## src/rtl/mem_bus_arbiter.sv

```systemverilog
// Two-master arbiter/sequencer for the shared data-memory bus with programmable wait states.
// Define ARB_FIXED_PRIO_EN to give master 0 fixed priority instead of round-robin.
module mem_bus_arbiter #(
  parameter int unsigned ADDR_W      = 32,
  parameter int unsigned DATA_W      = 32,
  parameter int unsigned WAIT_CYCLES = 1
) (
  input  logic              clk,
  input  logic              reset,
  input  logic              m0_req,
  input  logic              m0_we,
  input  logic [ADDR_W-1:0] m0_addr,
  input  logic [DATA_W-1:0] m0_wdata,
  output logic              m0_ack,
  output logic [DATA_W-1:0] m0_rdata,
  input  logic              m1_req,
  input  logic              m1_we,
  input  logic [ADDR_W-1:0] m1_addr,
  input  logic [DATA_W-1:0] m1_wdata,
  output logic              m1_ack,
  output logic [DATA_W-1:0] m1_rdata,
  output logic              bus_rd,
  output logic              bus_wr,
  output logic [ADDR_W-1:0] bus_addr,
  output logic [DATA_W-1:0] bus_wdata,
  input  logic [DATA_W-1:0] bus_rdata,
  output logic [1:0]        gnt,
  output logic              busy
);

  localparam int unsigned CNT_W = 4;

  typedef enum logic [1:0] {IDLE, ACCESS, RESP} state_t;

  state_t            state_q, state_d;
  logic [CNT_W-1:0]  cnt_q, cnt_d;
  logic              we_q, we_d;
  logic              owner_q, owner_d;
  logic              last_owner_q, last_owner_d;
  logic [DATA_W-1:0] rdata_q, rdata_d;
  logic [1:0]        gnt_d;
  logic              bus_rd_d, bus_wr_d, busy_d, m0_ack_d, m1_ack_d;
  logic [ADDR_W-1:0] bus_addr_d;
  logic [DATA_W-1:0] bus_wdata_d;
  logic              win_c;

  // Winner index (1 = master 1), meaningful only when some request is up
`ifdef ARB_FIXED_PRIO_EN
  assign win_c = ~m0_req;
`else
  assign win_c = (m0_req & m1_req) ? ~last_owner_q : m1_req;
`endif

  assign m0_rdata = rdata_q;
  assign m1_rdata = rdata_q;

  // Next-state and next-output logic
  always_comb begin
    state_d      = state_q;
    cnt_d        = cnt_q;
    we_d         = we_q;
    owner_d      = owner_q;
    last_owner_d = last_owner_q;
    rdata_d      = rdata_q;
    gnt_d        = gnt;
    busy_d       = busy;
    bus_addr_d   = bus_addr;
    bus_wdata_d  = bus_wdata;
    bus_rd_d     = 1'b0;
    bus_wr_d     = 1'b0;
    m0_ack_d     = 1'b0;
    m1_ack_d     = 1'b0;
    case (state_q)
      IDLE: begin
        if (m0_req || m1_req) begin
          state_d     = ACCESS;
          owner_d     = win_c;
          we_d        = win_c ? m1_we : m0_we;
          bus_addr_d  = win_c ? m1_addr : m0_addr;
          bus_wdata_d = win_c ? m1_wdata : m0_wdata;
          cnt_d       = CNT_W'(WAIT_CYCLES);
          gnt_d       = win_c ? 2'b10 : 2'b01;
          bus_rd_d    = ~we_d;
          bus_wr_d    = we_d;
          busy_d      = 1'b1;
        end
      end
      ACCESS: begin
        if (cnt_q == '0) begin
          state_d  = RESP;
          m0_ack_d = ~owner_q;
          m1_ack_d = owner_q;
          if (!we_q) rdata_d = bus_rdata;
        end else begin
          cnt_d    = cnt_q - CNT_W'(1);
          bus_rd_d = ~we_q;
          bus_wr_d = we_q;
        end
      end
      RESP: begin
        state_d      = IDLE;
        gnt_d        = 2'b00;
        busy_d       = 1'b0;
        last_owner_d = owner_q;
      end
      default: begin
        state_d  = IDLE;
        gnt_d    = 2'b00;
        busy_d   = 1'b0;
      end
    endcase
  end

  // State and registered outputs; reset drops strobes immediately
  always_ff @(posedge clk or posedge reset) begin
    if (reset) begin
      state_q      <= IDLE;
      cnt_q        <= '0;
      we_q         <= 1'b0;
      owner_q      <= 1'b0;
      last_owner_q <= 1'b1;
      rdata_q      <= '0;
      gnt          <= 2'b00;
      busy         <= 1'b0;
      bus_addr     <= '0;
      bus_wdata    <= '0;
      bus_rd       <= 1'b0;
      bus_wr       <= 1'b0;
      m0_ack       <= 1'b0;
      m1_ack       <= 1'b0;
    end else begin
      state_q      <= state_d;
      cnt_q        <= cnt_d;
      we_q         <= we_d;
      owner_q      <= owner_d;
      last_owner_q <= last_owner_d;
      rdata_q      <= rdata_d;
      gnt          <= gnt_d;
      busy         <= busy_d;
      bus_addr     <= bus_addr_d;
      bus_wdata    <= bus_wdata_d;
      bus_rd       <= bus_rd_d;
      bus_wr       <= bus_wr_d;
      m0_ack       <= m0_ack_d;
      m1_ack       <= m1_ack_d;
    end
  end

endmodule

```

## config.mk

```make
export PLATFORM = sky130hd
export DESIGN_NAME = mem_bus_arbiter
export DESIGN_NICKNAME = d
export VERILOG_FILES = /design/src/rtl/mem_bus_arbiter.sv
export SDC_FILE = /design/constraint.sdc
export NUM_CORES = 1
export LEC_CHECK = 0
export ABC_CLOCK_PERIOD_IN_PS = 7390
export BUFFER_PORTS_ARGS = -buffer_cell sky130_fd_sc_hd__clkbuf_2
export CORE_MARGIN = 2
export CORE_UTILIZATION = 33
export CTS_BUF_LIST = sky130_fd_sc_hd__clkbuf_2
export DETAILED_ROUTE_END_ITERATION = 7
export HOLD_SLACK_MARGIN = 0.03
export PLACE_DENSITY = 0.7
export RECOVER_POWER = 50
export SLEW_MARGIN = 5
export SYNTH_ARGS = -nofsm -noshare
export SYNTH_HDL_FRONTEND = slang
export SYNTH_SLANG_ARGS = --single-unit
```

## constraint.sdc

```tcl
create_clock -name clk -period 7.39 [get_ports clk]
set_input_delay 0.739 -clock clk [delete_from_list [all_inputs] [get_ports clk]]
set_output_delay 0.739 -clock clk [all_outputs]
set_load 0.05 [all_outputs]
```

# == Yosys cells after proc, flatten, opt, wreduce, memory -nomap -nowiden ==
# Index checks and enable logic that the tools add are counted.
# totals
ff_bits,112
output_inout_bits,135
wordCells,60
# op_classes
n_bitwise,6
n_mux,25
eq_ne,5
addsub,1
n_reduce_logical,9
# op_table
op,count
two-way mux 32 bit,2
two-way mux 1 bit,11
two-way mux 2 bit,4
two-way mux 4 bit,2
one-hot mux 2 bit (2 select lines),2
one-hot mux 4 bit (2 select lines),1
!= test 2 bit (second input constant),3
one-hot mux 1 bit (2 select lines),3
AND reduction 2 bit,3
AND reduction 3 bit,2
NOT 1 bit,5
logical NOT 4 bit,1
subtractor 4 x 1 -> 4 bit (second input constant),1
== test 2 x 1 -> 1 bit (second input constant),1
== test 2 bit (second input constant),1
logical NOT 2 bit,1
nonzero test 2 bit,1
bitwise AND 1 bit,1
logical OR 1 bit,1

# == Logic depth before layout (Yosys ltp) ==
# Gate-level depths: netlist of run 1.
# logic_depth
ltp_word,6
ltp_mapped,7
depth_no_buf,5

# == Worst setup path after synthesis of run 1 ==
# No wires, ideal clock.
# synth_path
path_type,input -> register
start,in m1_req
end,reg bus_wr
stages,5
t_arrival_ps,1602
required_time_ps,7253
slack_ps,5651
cell_sequence,a21boi_2 -> buf_2 -> buf_4 -> mux2i_1 -> o22ai_1
# synth_between
elab_chain_cells,5
word_cells_on_any_way,6
classes_between,mux (4); bitwise (1); reduce/logical (1)
# synth_rtl
item,line,source
from (decl),16,"input logic m1_req,"
bitwise AND 1 bit,51,assign win_c = (m0_req & m1_req) ? ~last_owner_q : m1_req;
two-way mux 1 bit,51,
two-way mux 1 bit,78,we_d = win_c ? m1_we : m0_we;
two-way mux 1 bit *,75,if (m0_req || m1_req) begin
one-hot mux 1 bit (2 select lines) *,73,case (state_q)
via bus_wr_d,42,"logic bus_rd_d, bus_wr_d, busy_d, m0_ack_d, m1_ack_d;"
to (signal assigned),143,bus_wr <= bus_wr_d;
to (decl),23,"output logic bus_wr,"
# Mark *: on every way through the listed nets, which the timed path passes. The rest lies on a longest branch.
# A chain may end at the register's enable or synchronous reset.

# == Worst setup path after layout of run 1 ==
# layout_path
start,reg state_q[0]
end,reg bus_addr[7]
# layout_between
elab_chain_cells,2
# layout_rtl
item,line,source
from (decl),35,"state_t state_q, state_d;"
from (signal assigned),132,state_q <= state_d;
logical NOT 2 bit,73,
AND reduction 2 bit (no line),-,
to (signal assigned),140,bus_addr <= bus_addr_d;
to (decl),24,"output logic [ADDR_W-1:0] bus_addr,"
# Every way passes these cells.

==> impl_metrics.tcl, run 1 <==
set metrics [dict create \
    status "finished, violations left" \
    violations "capacitance limit, slew limit" \
    dieArea_um2 16900 \
    final_antenna_net_count 0 \
    fp.dieW_um 130 \
    gp_congestion 0.761 \
    grt_pass1_vias 3920 \
    cts_root_buf "clkbuf_2" \
    nFillCells 1571 \
    grt_remaining_overflow 0 \
    hold_end "bus_wdata[3]" \
    syn2layout_area_growth_pct 25.8 \
    synthArstFlopShare 1.00 \
    fmax_ghz 0.373 \
    fin_skew_ns 0.0330 \
    worstMarginPinSlew_ns 2.26 \
    io_buffers 300 \
    final_cell_mix "251 x clkbuf_2, 111 x dfrtp_1, 58 x clkbuf_1" \
    ys_types 36 \
    post_dp_cell_area_um2 6570 \
    drv_slew 54 \
    hold_buffers 0 \
    setup_tns_ns 0 \
    grtUsageMet1 0.199 \
    final_hold_viol_count 0 \
    whs_path_depth 2 \
    dp_hpwl_um 10000 \
    initial_utilization 0.333 \
    cts.sinks 112 \
    num_vias 4267 \
    min_path_type "input port to flip-flop" \
    cts_tree "done" \
    max-slew-margin-rel -0.517 \
    timing.rr.start "state_q[0]" \
    drt_pass1_iterations 4 \
    finalWirelength_um 14100 \
    synth-seq-cells 112 \
    die_y_um 130 \
    cts_buffers 9 \
    rows 46 \
    routed_via_density 4.84 \
    antenna_found_initial 0 \
    synth_area_um2 5230 \
    setup_viol 0 \
    timing.rr.end "bus_addr[7]" \
    rrSetupSlack_ns 4.71 \
    grtUsageMet3 0.0455 \
    drc 0 \
    synth-seq-area-share 0.536 \
    yosys_most_used_dff "dfrtp_1" \
    cts_resized 0 \
    cp_cell_sequence "nor2_4 -> o21ai_4 -> buf_4 -> a221o_1" \
    cpMaxStageDelayCell "nor2_4" \
    finalCritPeriodShare 0.363 \
    busiest_layer "met2" \
    syn_nets 576 \
    crit_type "flip-flop to flip-flop" \
    cts_buffer_depth 2 \
    grtUsageTotal 0.158 \
    arrival_ns 3.19 \
    boundaryPins 301 \
    end_kind "flip-flop" \
    start_kind "flip-flop" \
    met2_usage 0.265 \
    final_net_count 828 \
    netlist_instances 408 \
    wl_per_cell_um 16.0 \
    grt_first_pass_wirelength_um 20500 \
    rsz0062_at_grt "false" \
    mostFrequentLayoutCell "clkbuf_2" \
    coreArea_um2 15700 \
    avgSynthCellArea_um2 12.8 \
    cts.clk_slew.worst_paths_ns 0.31 \
    htree_levels 3 \
    yosysWarnings 0 \
    crit_required_ns 7.90 \
    drive_gt1_frac 0.453 \
    drt-initial-drc-count 165 \
    insertion_delay_ns 0.61 \
    stdcell_area_um2 6590 \
    cts_setup_buffers 0 \
    fin_crit_ns 2.68 \
    critPathMaxFanout 46 \
    drv_cap 1 \
    n_antenna_cell 0 \
    grt_max_degree 61 \
    cp_slowest_stage_delay_ns 0.74 \
    reg2regPathDepth 4 \
    synth_edf_count 0 \
    worstHoldStart "m0_wdata[3]" \
]
sequential cells by signal, indices dropped and copies added, names as in the netlist:
register	cells
bus_addr	32
bus_wdata	32
m0_rdata	32
cnt_q	4
gnt	2
state_q	2
bus_rd	1
bus_wr	1
busy	1
last_owner_q	1
m0_ack	1
m1_ack	1
owner_q	1
we_q	1
per-layer routing:
metal | up-vias | routed length, um | share of wire
met1 | 2061 | 5870 | 0.42
met2 | 209 | 6860 | 0.49
met3 | 11 | 1190 | 0.084
met4 | 0 | 174 | 0.012
met5 | - | 0 | 0
li1 | 1986 | - | -
per-stage QoR:
| step | util | instances | worst slack, ns | hold WS, ns |
|---|---|---|---|---|
| 2_1_floorplan | - | 408 | 3.69 | 0.416 |
| 3_3_place_gp | 0.418 | 865 | 4.49 | 0.423 |
| 3_5_place_dp | 0.418 | 865 | 4.48 | 0.433 |
| 4_1_cts | 0.424 | 881 | 4.64 | 0.0997 |
| 5_1_grt | 0.419 | 881 | 4.47 | 0.226 |
| 6_report | 0.419 | 881 | 4.71 | 0.318 |
cell families after synthesis:
logic type | Yosys count | synth area share
flip-flops | 112 | 0.536
adder cells (fa/ha/maj) | 2 | 0.00478
buffers and inverters | 71 | 0.0978
AO/OA/AOI/OAI | 102 | 0.143
multiplexers | 57 | 0.139
AND/OR/NAND/NOR | 64 | 0.0799
critical path, delay by kind of cell (launching register included):
family	cells	cell delay, ns
AO/OA/AOI/OAI	2	0.85
AND/OR/NAND/NOR	1	0.74
flip-flops	1	0.56
buffers and inverters	1	0.42
cell type report:
type	instances	area, um2	share of cell area
timing repair buffer	304	1460	0.222
inverter	8	31.3	0.00475
multi-input combinational	225	1930	0.293
clock inverter	7	46.3	0.00703
tap	216	270	0.0410
sequential	112	2800	0.426
clock buffer	9	45.0	0.00684
synthesized netlist by cell type (2+ instances only):
master / instances / share of area
dfrtp_1: 111 / 0.53
and3_1: 46 / 0.055
a221o_1: 43 / 0.082
buf_4: 36 / 0.052
mux2_4: 30 / 0.086
o21ai_0: 27 / 0.026
mux2i_1: 23 / 0.044
o21ai_1: 21 / 0.020
clkbuf_1: 15 / 0.011
buf_6: 8 / 0.017
inv_1: 8 / 0.0057
a21oi_1: 4 / 0.0038
mux2_2: 4 / 0.0086
nand2b_1: 4 / 0.0048
buf_12: 3 / 0.011
ha_1: 2 / 0.0048
nor2_1: 2 / 0.0014
nor3_1: 2 / 0.0019
o22ai_1: 2 / 0.0024
worst max path at each step:
stage               startpoint             to  slack, ns  cells after the start
CTS                 state_q[1]    bus_addr[7]       4.64                      4
global placement        m0_req         bus_wr       4.49                      5
detailed placement      m1_req         bus_wr       4.48                      5
finish              state_q[0]    bus_addr[7]       4.71                      4
floorplan                reset    bus_addr[0]       3.69                      1
global route        state_q[0]  bus_wdata[30]       4.47                      4
Power of run 1 is left out: the tool's default activity adds up to more than one toggle a clock period on the data nets, which glitch-free logic cannot reach.
==> inputs of run 2 (changes only) <==
Settings changed: ABC_CLOCK_PERIOD_IN_PS 7390 to 2270, PLACE_DENSITY 0.7 to 0.72.
Clock period 7.39 ns to 2.27 ns, I/O delays scaled along.
==> impl_metrics.tcl, run 2 (synthesis gave the netlist of run 1 again) <==
set metrics [dict create \
    start_kind "flip-flop" \
    fmax_ghz 0.465 \
    antenna_found_initial 0 \
    gp_congestion 0.774 \
    htree_levels 3 \
    grtUsageTotal 0.189 \
    crit_required_ns 2.77 \
    cts_buffers 9 \
    dieArea_um2 16900 \
    end_kind "flip-flop" \
    num_vias 5023 \
    crit_type "flip-flop to flip-flop" \
    drt_pass1_iterations 4 \
    cts_setup_buffers 0 \
    drt-initial-drc-count 243 \
    drive_gt1_frac 0.369 \
    io_buffers 300 \
    critPathMaxFanout 67 \
    final_hold_viol_count 0 \
    cts.clk_slew.worst_paths_ns 0.29 \
    fin_crit_ns 2.15 \
    grt_max_degree 68 \
    regArea_um2 2800 \
    cts.sinks 112 \
    die_y_um 130 \
    boundaryPins 301 \
    min_path_type "input port to flip-flop" \
    violations "capacitance limit, slew limit" \
    wl_per_cell_um 15.8 \
    cts_buffer_depth 2 \
    cpMaxStageDelayCell "dfstp_2" \
    max-slew-margin-rel -0.0371 \
    fin_hold_ws_ns 0.390 \
    final_net_count 1000 \
    final_cell_mix "256 x clkbuf_2, 167 x dlygate4sd3_1, 111 x dfrtp_1" \
    rsz0062_at_grt "false" \
    cts_root_buf "clkbuf_2" \
    rows 46 \
    nFillCells 1387 \
    grt_pass1_vias 5102 \
    ir_drop_mv 0.751 \
    fin_skew_ns 0.0363 \
    setup_tns_ns 0 \
    finalWirelength_um 16600 \
    status "finished, violations left" \
    dp_hpwl_um 10000 \
    utilization 0.530 \
    multi_input_comb_area_um2 1930 \
    fin_ws_ns 0.122 \
    p_leak_nw 4.23 \
    cellPowerDensity_nw_per_um2 1620 \
    mostFrequentLayoutCell "clkbuf_2" \
    grt_remaining_overflow 0 \
    worstMarginPinSlew_ns 1.56 \
    finalCritPeriodShare 0.946 \
    syn2layout_area_growth_pct 59.2 \
    initial_utilization 0.333 \
    routed_via_density 4.77 \
    setup_viol 0 \
    drv_cap 1 \
    cts_tree "done" \
    cp_slowest_stage_delay_ns 0.63 \
    arrival_ns 2.65 \
    coreArea_um2 15700 \
    n_antenna_cell 0 \
    pre_cts_slack_ns 0.334 \
    insertion_delay_ns 0.60 \
    drv_slew 63 \
    fp.dieW_um 130 \
    grt_first_pass_wirelength_um 25100 \
    drc 0 \
    final_antenna_net_count 0 \
    cp_cell_sequence "a21boi_4 -> buf_12 -> and3_1 -> a221o_1 -> dlygate4sd3_1" \
]
-- run 2: layout make-up --
type	instances	area share
inverter	8	0.00405
clock buffer	12	0.00721
sequential	112	0.337
timing repair buffer	476	0.385
multi-input combinational	225	0.232
tap	216	0.0324
clock inverter	4	0.00360
-- run 2: worst max-delay path: cells and delay by family, from the launching register on --
kind	cells	cell delay [ns]
and+or+nand+nor	1	0.26
AOI/OAI and AO/OA	2	0.33
DFF	1	0.63
buffers and inverters	2	0.75
-- run 2: path summary, 6_finish.rpt --
path / endpoint / cells past startpoint / slack [ns] / startpoint
hold reg to reg: bus_rd / 1 / 0.43 / we_q
max in group asynchronous: bus_wr / 4 / 0.64 / reset
setup / recovery: bus_wdata[28] / 5 / 0.12 / last_owner_q
min in group asynchronous: bus_addr[0] / 4 / 0.55 / reset
hold / removal: m0_rdata[8] / 3 / 0.39 / bus_rdata[8]
setup reg to reg: bus_wdata[28] / 5 / 0.12 / last_owner_q
-- run 2: per-layer routing --
metal  global-route usage  part of all wire  wire length, um
met2                0.347              0.52             8700
met5                    0                 0                0
met4               0.0538             0.017              279
met1                0.217              0.39             6530
met3               0.0508             0.066             1100
-- run 2: power breakdown --
part	internal, mW	leakage [nW]	switching [mW]
sequential	2.96	1.37	0.692
combinational	2.91	2.80	6.13
clock	0.163	0.0626	0.660
total	6.04	4.23	7.48
-- run 2: repair_timing --
item	CTS	global route
endpoints found under the hold margin	212	0
gates resized for setup	0	1
hold buffers	167	0
setup endpoints to repair	0	9
-- run 2: through the flow --
step,cell area (um2),power (mW),cells
2_1_floorplan,5240,10.4,408
3_3_place_gp,6660,11.7,870
3_5_place_dp,6660,11.9,870
5_1_grt,8330,14.3,1053
4_1_cts,8420,13.6,1053
6_report,8330,13.5,1053
(Power assumes the default switching activity.)
